==> config.mk <==
export PLATFORM = sky130hd
export DESIGN_NAME = mux_scan_ctrl
export DESIGN_NICKNAME = d
export VERILOG_FILES = /design/src/rtl/mux_scan_ctrl.sv
export SDC_FILE = /design/constraint.sdc
export NUM_CORES = 1
export LEC_CHECK = 0
export BUFFER_PORTS_ARGS = -buffer_cell sky130_fd_sc_hd__buf_2
export CORE_ASPECT_RATIO = 1.75
export CORE_UTILIZATION = 56
export DETAILED_ROUTE_END_ITERATION = 10
export GPL_ROUTABILITY_DRIVEN = 0
export PLACE_DENSITY = 0.78
export RECOVER_POWER = 50
export SYNTH_ARGS = -nofsm -noshare
export SYNTH_HDL_FRONTEND = slang
export SYNTH_SLANG_ARGS = --single-unit
==> constraint.sdc <==
create_clock -name clk -period 2.4 [get_ports clk]
set_clock_uncertainty 0.2 [all_clocks]
set_input_delay 0.48 -clock clk [delete_from_list [all_inputs] [get_ports clk]]
set_output_delay 0.48 -clock clk [all_outputs]
set_load 0.05 [all_outputs]
==> src/rtl/mux_scan_ctrl.sv <==
// Scan sequencer for a 16:1 mux: steps the select through all 16 channels,
// samples the mux output after a settling dwell and publishes the assembled word.
module mux_scan_ctrl #(
    parameter int unsigned DWELL = 2
) (
    input  logic        clk,
    input  logic        rst_n,
    input  logic        start,
    input  logic        cont,
    input  logic        abort,
    input  logic        f,
    output logic [3:0]  sw,
    output logic        busy,
    output logic        done,
    output logic [15:0] dout
);

    typedef enum logic {
        IDLE,
        SETTLE
    } state_t;

    localparam logic [3:0] CNT_INIT = 4'(DWELL - 1);

    state_t      r_state, w_state_nxt;
    logic [3:0]  r_sw, w_sw_nxt;
    logic [3:0]  r_cnt, w_cnt_nxt;
    logic [15:0] r_shadow, w_shadow_nxt;
    logic [15:0] r_dout, w_dout_nxt;
    logic        r_busy, w_busy_nxt;
    logic        r_done, w_done_nxt;

    always_ff @(posedge clk or negedge rst_n) begin
        if (!rst_n) begin
            r_state  <= IDLE;
            r_sw     <= '0;
            r_cnt    <= '0;
            r_shadow <= '0;
            r_dout   <= '0;
            r_busy   <= 1'b0;
            r_done   <= 1'b0;
        end else begin
            r_state  <= w_state_nxt;
            r_sw     <= w_sw_nxt;
            r_cnt    <= w_cnt_nxt;
            r_shadow <= w_shadow_nxt;
            r_dout   <= w_dout_nxt;
            r_busy   <= w_busy_nxt;
            r_done   <= w_done_nxt;
        end
    end

    always_comb begin
        w_state_nxt  = r_state;
        w_sw_nxt     = r_sw;
        w_cnt_nxt    = r_cnt;
        w_shadow_nxt = r_shadow;
        w_dout_nxt   = r_dout;
        w_busy_nxt   = r_busy;
        w_done_nxt   = 1'b0;

        // abort wins over start and over a coinciding last-channel sample
        if (abort) begin
            w_state_nxt = IDLE;
            w_sw_nxt    = '0;
            w_cnt_nxt   = '0;
            w_busy_nxt  = 1'b0;
        end else begin
            unique case (r_state)
                IDLE: begin
                    if (start) begin
                        w_state_nxt = SETTLE;
                        w_sw_nxt    = '0;
                        w_cnt_nxt   = CNT_INIT;
                        w_busy_nxt  = 1'b1;
                    end
                end
                SETTLE: begin
                    if (r_cnt != '0) begin
                        w_cnt_nxt = r_cnt - 4'd1;
                    end else begin
                        w_shadow_nxt[r_sw] = f;
                        w_cnt_nxt          = CNT_INIT;
                        if (r_sw != 4'd15) begin
                            w_sw_nxt = r_sw + 4'd1;
                        end else begin
                            // final bit goes straight into dout, bypassing the shadow
                            w_dout_nxt = {f, r_shadow[14:0]};
                            w_done_nxt = 1'b1;
                            w_sw_nxt   = '0;
                            if (!cont) begin
                                w_state_nxt = IDLE;
                                w_busy_nxt  = 1'b0;
                            end
                        end
                    end
                end
                default: w_state_nxt = IDLE;
            endcase
        end
    end

    assign sw   = r_sw;
    assign busy = r_busy;
    assign done = r_done;
    assign dout = r_dout;

endmodule

Yosys cells after proc, flatten, opt, wreduce, memory -nomap -nowiden
Cells that the tools add are included.

Add/subtract/negate cells: 2. Order comparisons: 2. Eq/ne operators: 5. Muxes and demuxes: 28. Bitwise logic cells: 4. Reductions and logical operators: 6.

Operators with widths (count): 4-bit two-way mux (7); 16-bit bitwise mux (1); 4-bit one-hot mux with 2 select lines (2); 1-bit two-way mux (15); 3-bit != test (second input constant) (4); 4-bit AND reduction (2); 4-bit by 5-bit less-than comparator with 1-bit output (second input constant) (1); 4-bit by 1-bit adder with 4-bit output (second input constant) (1); 1-bit demux with 4-bit select (1); 4-bit by 1-bit greater-or-equal comparator with 1-bit output (second input constant) (1); 4-bit != test (second input constant) (1); 1-bit NOT (4); 1-bit one-hot mux with 2 select lines (2); 4-bit nonzero test (1); 4-bit by 1-bit subtractor with 4-bit output (second input constant) (1); 3-bit AND reduction (1); 2-bit AND reduction (1); 1-bit logical AND (1).

Bits in registers: 43.

Depth between registers and ports, before layout
Gate-level depths: netlist (run 1).

Depth after elaboration: 5. Depth in mapped cells: 7. Depth with buffers taken out: 5.

Least setup slack after synthesis (run 1)
No wires, ideal clock.

Path kind: register -> register. Start point: register r_sw[1] (netlist: sw[1]). End point: register r_dout[0] (netlist: dout[0]). Library setup time: 0.125 ns. Arrival: 2.041 ns. Data required time: 2.075 ns. Setup slack: 0.033 ns. Cell stages (with the launch flop): 7. Path through: dfrtp_1 -> ha_1 -> nor4bb_4 -> and4_1 -> buf_6 -> buf_12 -> mux2_4.

Word-level cells in the longest chain between the ends: 3.

RTL lines: start, declared (line 26) `logic [3:0] r_sw, w_sw_nxt;`; start signal, assigned (line 44) `r_sw <= w_sw_nxt;`; 4-bit != test (line 84) `if (r_sw != 4'd15) begin`; 1-bit NOT (no source line); 4-bit AND reduction (no source line); end signal, assigned (line 47) `r_dout <= w_dout_nxt;`; end, declared (line 29) `logic [15:0] r_dout, w_dout_nxt;`.

Every way passes these cells. A chain may end at the register's enable or synchronous reset.

Worst setup path in the final report (run 1)
Start point: register r_cnt[0]. End point: register r_dout[13] (netlist: dout[13]).

Word-level cells in the longest chain between the ends: 3.

RTL lines: start, declared (line 27) `logic [3:0] r_cnt, w_cnt_nxt;`; start signal, assigned (line 45) `r_cnt <= w_cnt_nxt;`; 4-bit nonzero test (line 79) `if (r_cnt != '0) begin`; 1-bit NOT (no source line); 4-bit AND reduction (no source line).

Every way passes these cells.

==> metrics.md, run 1 <==
| Metric | Value |
|---|---|
| Outcome | completed |
| CTS Buffer Depth | 2 |
| H-tree levels | 2 |
| Synth Instances | between 150 and 200 |
| # port buffers | 27 |
| Power Total | 1.389 mW |
| Reg2reg setup slack | approximately 0.24 ns |
| Core area | 3398 sq um |
| CP arrival | roughly 2.1 ns |
| Leak | approximately 1.1 nW |
| Initial Util | about 60% |
| Pre-Repair DR Iteration Count | 4 |
| Total negative slack | 0 ns |
| Dominant synthesized flop cell | dfrtp_1 |
| Share of cells above drive strength 1 | between 30% and 40% |
| Max Freq | about 460 MHz |
| Dpl hpwl | approximately 2900 um |
| Critical path endpoint category | flop |
| Headroom to the max-slew limit | between 40% and 50% |
| Hold_sp | cont |
| Worst slew pin tran | 0.8515 ns |
| MaxCap Viol Count | 0 |
| Synth Area per Inst | 12.64 sq um |
| Hold WC Path Type | input pin to flop |
| Initial antenna violation count | 0 |
| Post-Place Cells | ~230 |
| Num rows | 28 |
| Gates resized, CTS repair | 0 |
| Hold path endpoint | busy |
| Largest net degree at the start of global routing | 18 |
| Root buf cell | clkbuf_8 |
| Syn Nets | approximately 170 |
| CTS tree | done |
| Reg2reg end | dout[13] |
| Initial drt markers | 29 |
| Worst-path clk slew | 0.08 ns |
| CP Max Fanout | 17 |
| Chip Width | ~47 um |
| RSZ-0062 raised after global routing | false |
| Hold Vio Cnt, Final | 0 |
| TritonCTS Buffers | 5 |
| All-Layer GR Usage | between 20% and 30% |
| Die Area | about 3800 sq um |
| Die height | 81.24 um |
| Worst skew pair latency | 0.29 ns |
| Vias | between 1k and 1.5k |
| Final number of max-transition violations | 0 |
| Power per cell area | about 610 nW/um^2 |
| N_diodes | 0 |
| WP data required | ~2.4 ns |
| Final instance area | between 2000 and 2500 sq um |
| Setup Crit Path Kind | flop to flop |
| Top Ports | 28 |
| Drt total wl | around 3900 um |
| First-pass GRT wire length | roughly 6400 um |
| Clock tree sinks | 42 |
| Setup slack after layout | ~0.24 ns |
| Post-synth EDFFs | 0 |
| DRC viols | 0 |
| Tmin final | ~2.2 ns |
| Post-synthesis register bit count | 42 |
| Unique masters post-synth | 32 |
| Yosys warns | 0 |
| Final Cycle Share | 90.18% |
| RR Startpoint | r_cnt[0] |
| Setup violations, final | 0 |
| Non-Filler Instances | roughly 240 |
| Post-Syn Area | between 2000 and 2500 sq um |
| Worst Reg-to-Reg Cells | 6 |
| Sequential element share of the synthesized area | between 50% and 60% |
| Gr ovfl total | 0 |
| Final #Nets | 202 |
| Area added between synthesis and finish | 13.95% |
| Avg Vias per Cell | about 5.7 |
| Critical path startpoint category | flop |
| Post-DP Area | ~2200 sq um |
| Peak supply drop | 0.3818 mV |
| Postcts setup bufs | 0 |
| Pre-CTS setup slack | around 0.26 ns |
| Async SR Flop Fraction | 100.0% |
| WHS Path Cells | 3 |
| Routed len/inst | between 15 and 20 um |
| Vias in the first global route | roughly 1.4k |
| Post-detailed-route count of antenna-violating nets | 0 |
[synth_stat cells (2+ instances only)]
master / count / area (sq um)
a21oi_1: 8 / 40.04
and4bb_2: 5 / 62.56
buf_2: 3 / 15.01
clkbuf_1: 4 / 15.01
dfrtp_1: 42 / 1051
ha_1: 6 / 75.07
inv_1: 7 / 26.28
mux2_2: 22 / 247.7
mux2_4: 9 / 135.1
nand2_1: 14 / 52.55
nand2b_1: 2 / 12.51
nand3_1: 6 / 30.03
nand4_1: 5 / 31.28
nor2_1: 2 / 7.510
nor2b_1: 3 / 18.77
nor3_1: 4 / 20.02
o211ai_1: 2 / 15.01
[cells in the final DEF (no fill, tap or decap), types with 2 or more instances in the layout]
master    Yosys  final
o211ai_1      2      2
nand2_1      14     14
nor3_1        4      4
nand2b_1      2      2
inv_1         7      7
nor2_1        2      2
nand4_1       5      5
clkbuf_1      4     10
clkbuf_8      0      8
dfrtp_1      42     42
buf_2         3     18
and4bb_2      5      5
mux2_2       22     22
nor2b_1       3      3
clkbuf_2      0      2
a21oi_1       8      8
nand3_1       6      6
mux2_4        9      9
ha_1          6      6
[layout make-up]
type,count,area (sq um)
Sequential cell,42,1051
Inverter,7,26.28
Timing Repair Buffer,33,175.2
Multi-Input combinational cell,101,870.8
Fill cell,269,1109
Tap cell,45,56.30
Clock buffer,8,110.1
[sequential cells by signal (all words and copies together) (netlist names)]
name      count
busy          1
done          1
dout         16
r_cnt         4
r_shadow     15
r_state       1
sw            4
[report_power, final]
| group | total (mW) | leakage (nW) | switching, mW | internal [mW] |
|---|---|---|---|---|
| logic | 0.121 | 0.475 | 0.0770 | 0.0438 |
| registers | 0.747 | 0.579 | 0.0197 | 0.728 |
| clock network | 0.521 | 0.0575 | 0.230 | 0.290 |
| total | 1.39 | 1.11 | 0.327 | 1.06 |
[critical path, stage by stage (launching register included)]
cell and delay (ns):
dfrtp_1 0.43, inv_1 0.12, ha_1 0.28, nor2b_1 0.22
and4_1 0.26, buf_12 0.18, mux2_2 0.35
[what timing repair did]
| item | 4_1_cts | 5_1_grt |
|---|---|---|
| setup endpoints to repair | 0 | 0 |
| hold buffers | 1 | 0 |
| endpoints found under the hold margin | 15 | 0 |
[metal layers]
| metal | track usage, % | routed length (um) | part of all wire, % | vias to the layer above |
|---|---|---|---|---|
| met5 | 0 | 0 | 0 | - |
| met4 | 12.00 | 104 | 2.7 | 0 |
| met3 | 5.556 | 118 | 3.1 | 11 |
| met2 | 40.41 | 2169 | 56 | 31 |
| met1 | 26.02 | 1467 | 38 | 683 |
| li1 | - | - | - | 626 |
[worst max path at each step]
stage | start | to | slack [ns] | cells past startpoint
after floorplan | sw[1] | dout[0] | 0.03 | 6
after CTS | sw[1] | dout[13] | 0.24 | 5
final | r_cnt[0] | dout[13] | 0.24 | 6
after global placement | abort | dout[13] | 0.34 | 5
after global routing | sw[0] | dout[12] | 0.12 | 5
after detailed placement | sw[0] | dout[13] | 0.26 | 5
[logic make-up after synthesis]
kind of cell               Yosys count  share of synthesized area, %
AOI/OAI and AO/OA                   16                         5.044
xor gates and xnor gates             1                        0.4359
adders and majority gates            6                         3.736
buffers and inverters               16                         4.358
DFF                                 42                         52.30
muxes                               31                         19.05
and+or+nand+nor                     47                         15.07
[through the flow]
step	util [%]	hold WS (ns)
2_1_floorplan	-	-0.01559
3_3_place_gp	64.43	0.1977
3_5_place_dp	64.43	0.2100
4_1_cts	67.97	0.2779
5_1_grt	67.38	0.3082
6_report	67.38	0.2769
(Power assumes the default switching activity.)
==> inputs of run 2 (changes only) <==
- REMOVE_ABC_BUFFERS: default -> 1
==> run 2 against run 1 <==
Fmax decreased by 0.13%. Design area increased by 0.82%. First-iteration DRC count decreased by 10%. Critical path type unchanged. Largest cell class unchanged. Largest power group unchanged. Highest routed layer unchanged.
==> metrics.md, run 2 (synthesis gave the netlist of run 1 again) <==
| Metric | Value |
|---|---|
| Outcome | completed |
| Setup Crit Path Kind | flop to flop |
| Post-detailed-route count of antenna-violating nets | 0 |
| Final instance area | 2308 sq um |
| N_diodes | 0 |
| Clock tree sinks | 42 |
| Largest net degree at the start of global routing | between 40 and 50 |
| Peak supply drop | approximately 0.48 mV |
| Final #Nets | 200 |
| Die Area | roughly 3800 sq um |
| Avg Vias per Cell | around 5.7 |
| Most frequent cells in the layout | dfrtp_1, mux2_2, buf_2, nand2_1 |
| Switch Pwr | around 330 uW |
| Final Cycle Share | between 90% and 100% |
| Drt total wl | roughly 3800 um |
| Post-DP Area | 2182 sq um |
| Net Sw Frac | between 20% and 30% |
| Pre-CTS setup slack | around 0.25 ns |
| Setup violations, final | 0 |
| Gr ovfl total | 0 |
| Tmin final | approximately 2.2 ns |
| Hold Vio Cnt, Final | 0 |
| Hold WC Path Type | input pin to asynchronous set/reset pin |
| RSZ-0062 raised after global routing | false |
| GRT met3 Usage | under 10% |
| Worst-path clk slew | roughly 0.08 ns |
| Num rows | 28 |
| CP arrival | approximately 2.2 ns |
| DRC viols | 0 |
| Initial antenna violation count | 0 |
| Die height | 81.24 um |
| Gr busiest metal | met2 |
| Hold-fix buffers, CTS | 0 |
| Root buf cell | clkbuf_8 |
| CP Max Fanout | 17 |
| Postcts setup bufs | 0 |
| # port buffers | 27 |
| Top Ports | 28 |
| Dpl hpwl | 2722 um |
| Worst slew pin tran | approximately 1.0 ns |
| Worst path cell trace | inv_1 > ha_1 > nor2b_1 > and4_1 > buf_12 > mux2_2 |
| Worst skew pair latency | 0.30 ns |
| Slowest cell delay on critical path | 0.43 ns |
| WP data required | around 2.4 ns |
| Post-route core utilization | roughly two thirds |
| Vias | 1331 |
| H-tree levels | 2 |
| Area added between synthesis and finish | 14.88% |
| Internal Power | 1.213 mW |
| First-pass GRT wire length | between 6000 and 7000 um |
| Routed len/inst | between 15 and 20 um |
| Initial Util | around three fifths |
| GR Util met2 | between 30 and 40% |
| Power Total | 1.547 mW |
| GRT met1 Usage | between 20% and 30% |
| Critical path endpoint category | flop |
| Final number of max-transition violations | 0 |
| CTS tree | done |
| Core area | about 3400 sq um |
| Flop pwr share | between 40% and 50% |
| Commonest non-fill, non-tap cell in the layout | dfrtp_1 |
| CTS Buffer Depth | 2 |
| Share of cells above drive strength 1 | a little over a third |
| Setup slack after layout | about 0.23 ns |
| Gates resized, CTS repair | 0 |
| Pre-Repair DR Iteration Count | 4 |
| Max Freq | about 460 MHz |
| Clock power frac | roughly 44% |
| Logic pwr share | under 10% |
| Largest register FFs | 16 |
| Initial drt markers | 26 |
| Critical path startpoint category | flop |
| CP max stage cell | dfrtp_1 |
| All-Layer GR Usage | between 20% and 30% |
| MaxCap Viol Count | 0 |
| Leak | between 1 and 1.5 nW |
| Vias in the first global route | between 1k and 1.5k |
| Chip Width | 47.28 um |
| Power per cell area | approximately 670 nW/um^2 |
| Headroom to the max-slew limit | 33.61% |
| Worst Hold Margin | 0.2153 ns |
| FILL cells | between 200 and 300 |
| TritonCTS Buffers | 5 |
run 2: cell count changes in the layout (fill, tap and decap cells not counted), sizes merged:
cell / previous run / this run
buf: 20 / 21
dlygate4sd3: 1 / 0
bufinv: 0 / 2
clkbuf: 20 / 16
run 2: worst paths after layout:
path / startpoint / to / slack (ns) / cells after the start
min in group clk: cont / busy / 0.28 / 3
setup / recovery: r_cnt[0] / dout[7] / 0.23 / 6
max in group asynchronous: rst_n / r_cnt[3] / 1.17 / 2
hold reg to reg: r_shadow[2] / dout[2] / 0.31 / 1
hold / removal: rst_n / done / 0.22 / 2
setup reg to reg: r_cnt[0] / dout[7] / 0.23 / 6
run 2: critical path: cells and delay by family (launching register included):
kind,cells,cell delay (ns)
multiplexers,1,0.34
AND/OR/NAND/NOR,2,0.50
flip-flops,1,0.43
adder cells (fa/ha/maj),1,0.28
buffers and inverters,2,0.29
run 2: layer usage:
metal,share of wire (%),up-vias
met5,0,-
li1,-,630
met3,3.2,11
met1,39,653
met2,54,37
met4,3.5,0
run 2: layout make-up:
type                       instances  area [sq um]  area share (%)
sequential                        42          1051           45.53
multi-input combinational        101         870.8           37.72
timing repair buffer              31         161.4           6.992
clock buffer                       6         82.58           3.577
clock inverter                     2         60.06           2.602
tap                               45         56.30           2.439
inverter                           7         26.28           1.138
run 2: power groups by stage:
| stage | logic [mW] | registers [mW] | clock network, mW |
|---|---|---|---|
| 3_3_place_gp | 0.113 | 0.757 | 0 |
| 4_1_cts | 0.120 | 0.745 | 0.702 |
| 2_1_floorplan | 0.0587 | 0.768 | 0 |
| 5_1_grt | 0.130 | 0.748 | 0.723 |
| 6_report | 0.117 | 0.746 | 0.684 |
| 3_5_place_dp | 0.118 | 0.760 | 0 |
run 2: per-stage QoR:
| stage | std cells | TNS [ns] |
|---|---|---|
| 5_1_grt | 234 | 0 |
| 6_report | 234 | 0 |
| 2_1_floorplan | 150 | -3.697 |
| 4_1_cts | 234 | 0 |
| 3_3_place_gp | 226 | 0 |
| 3_5_place_dp | 226 | 0 |
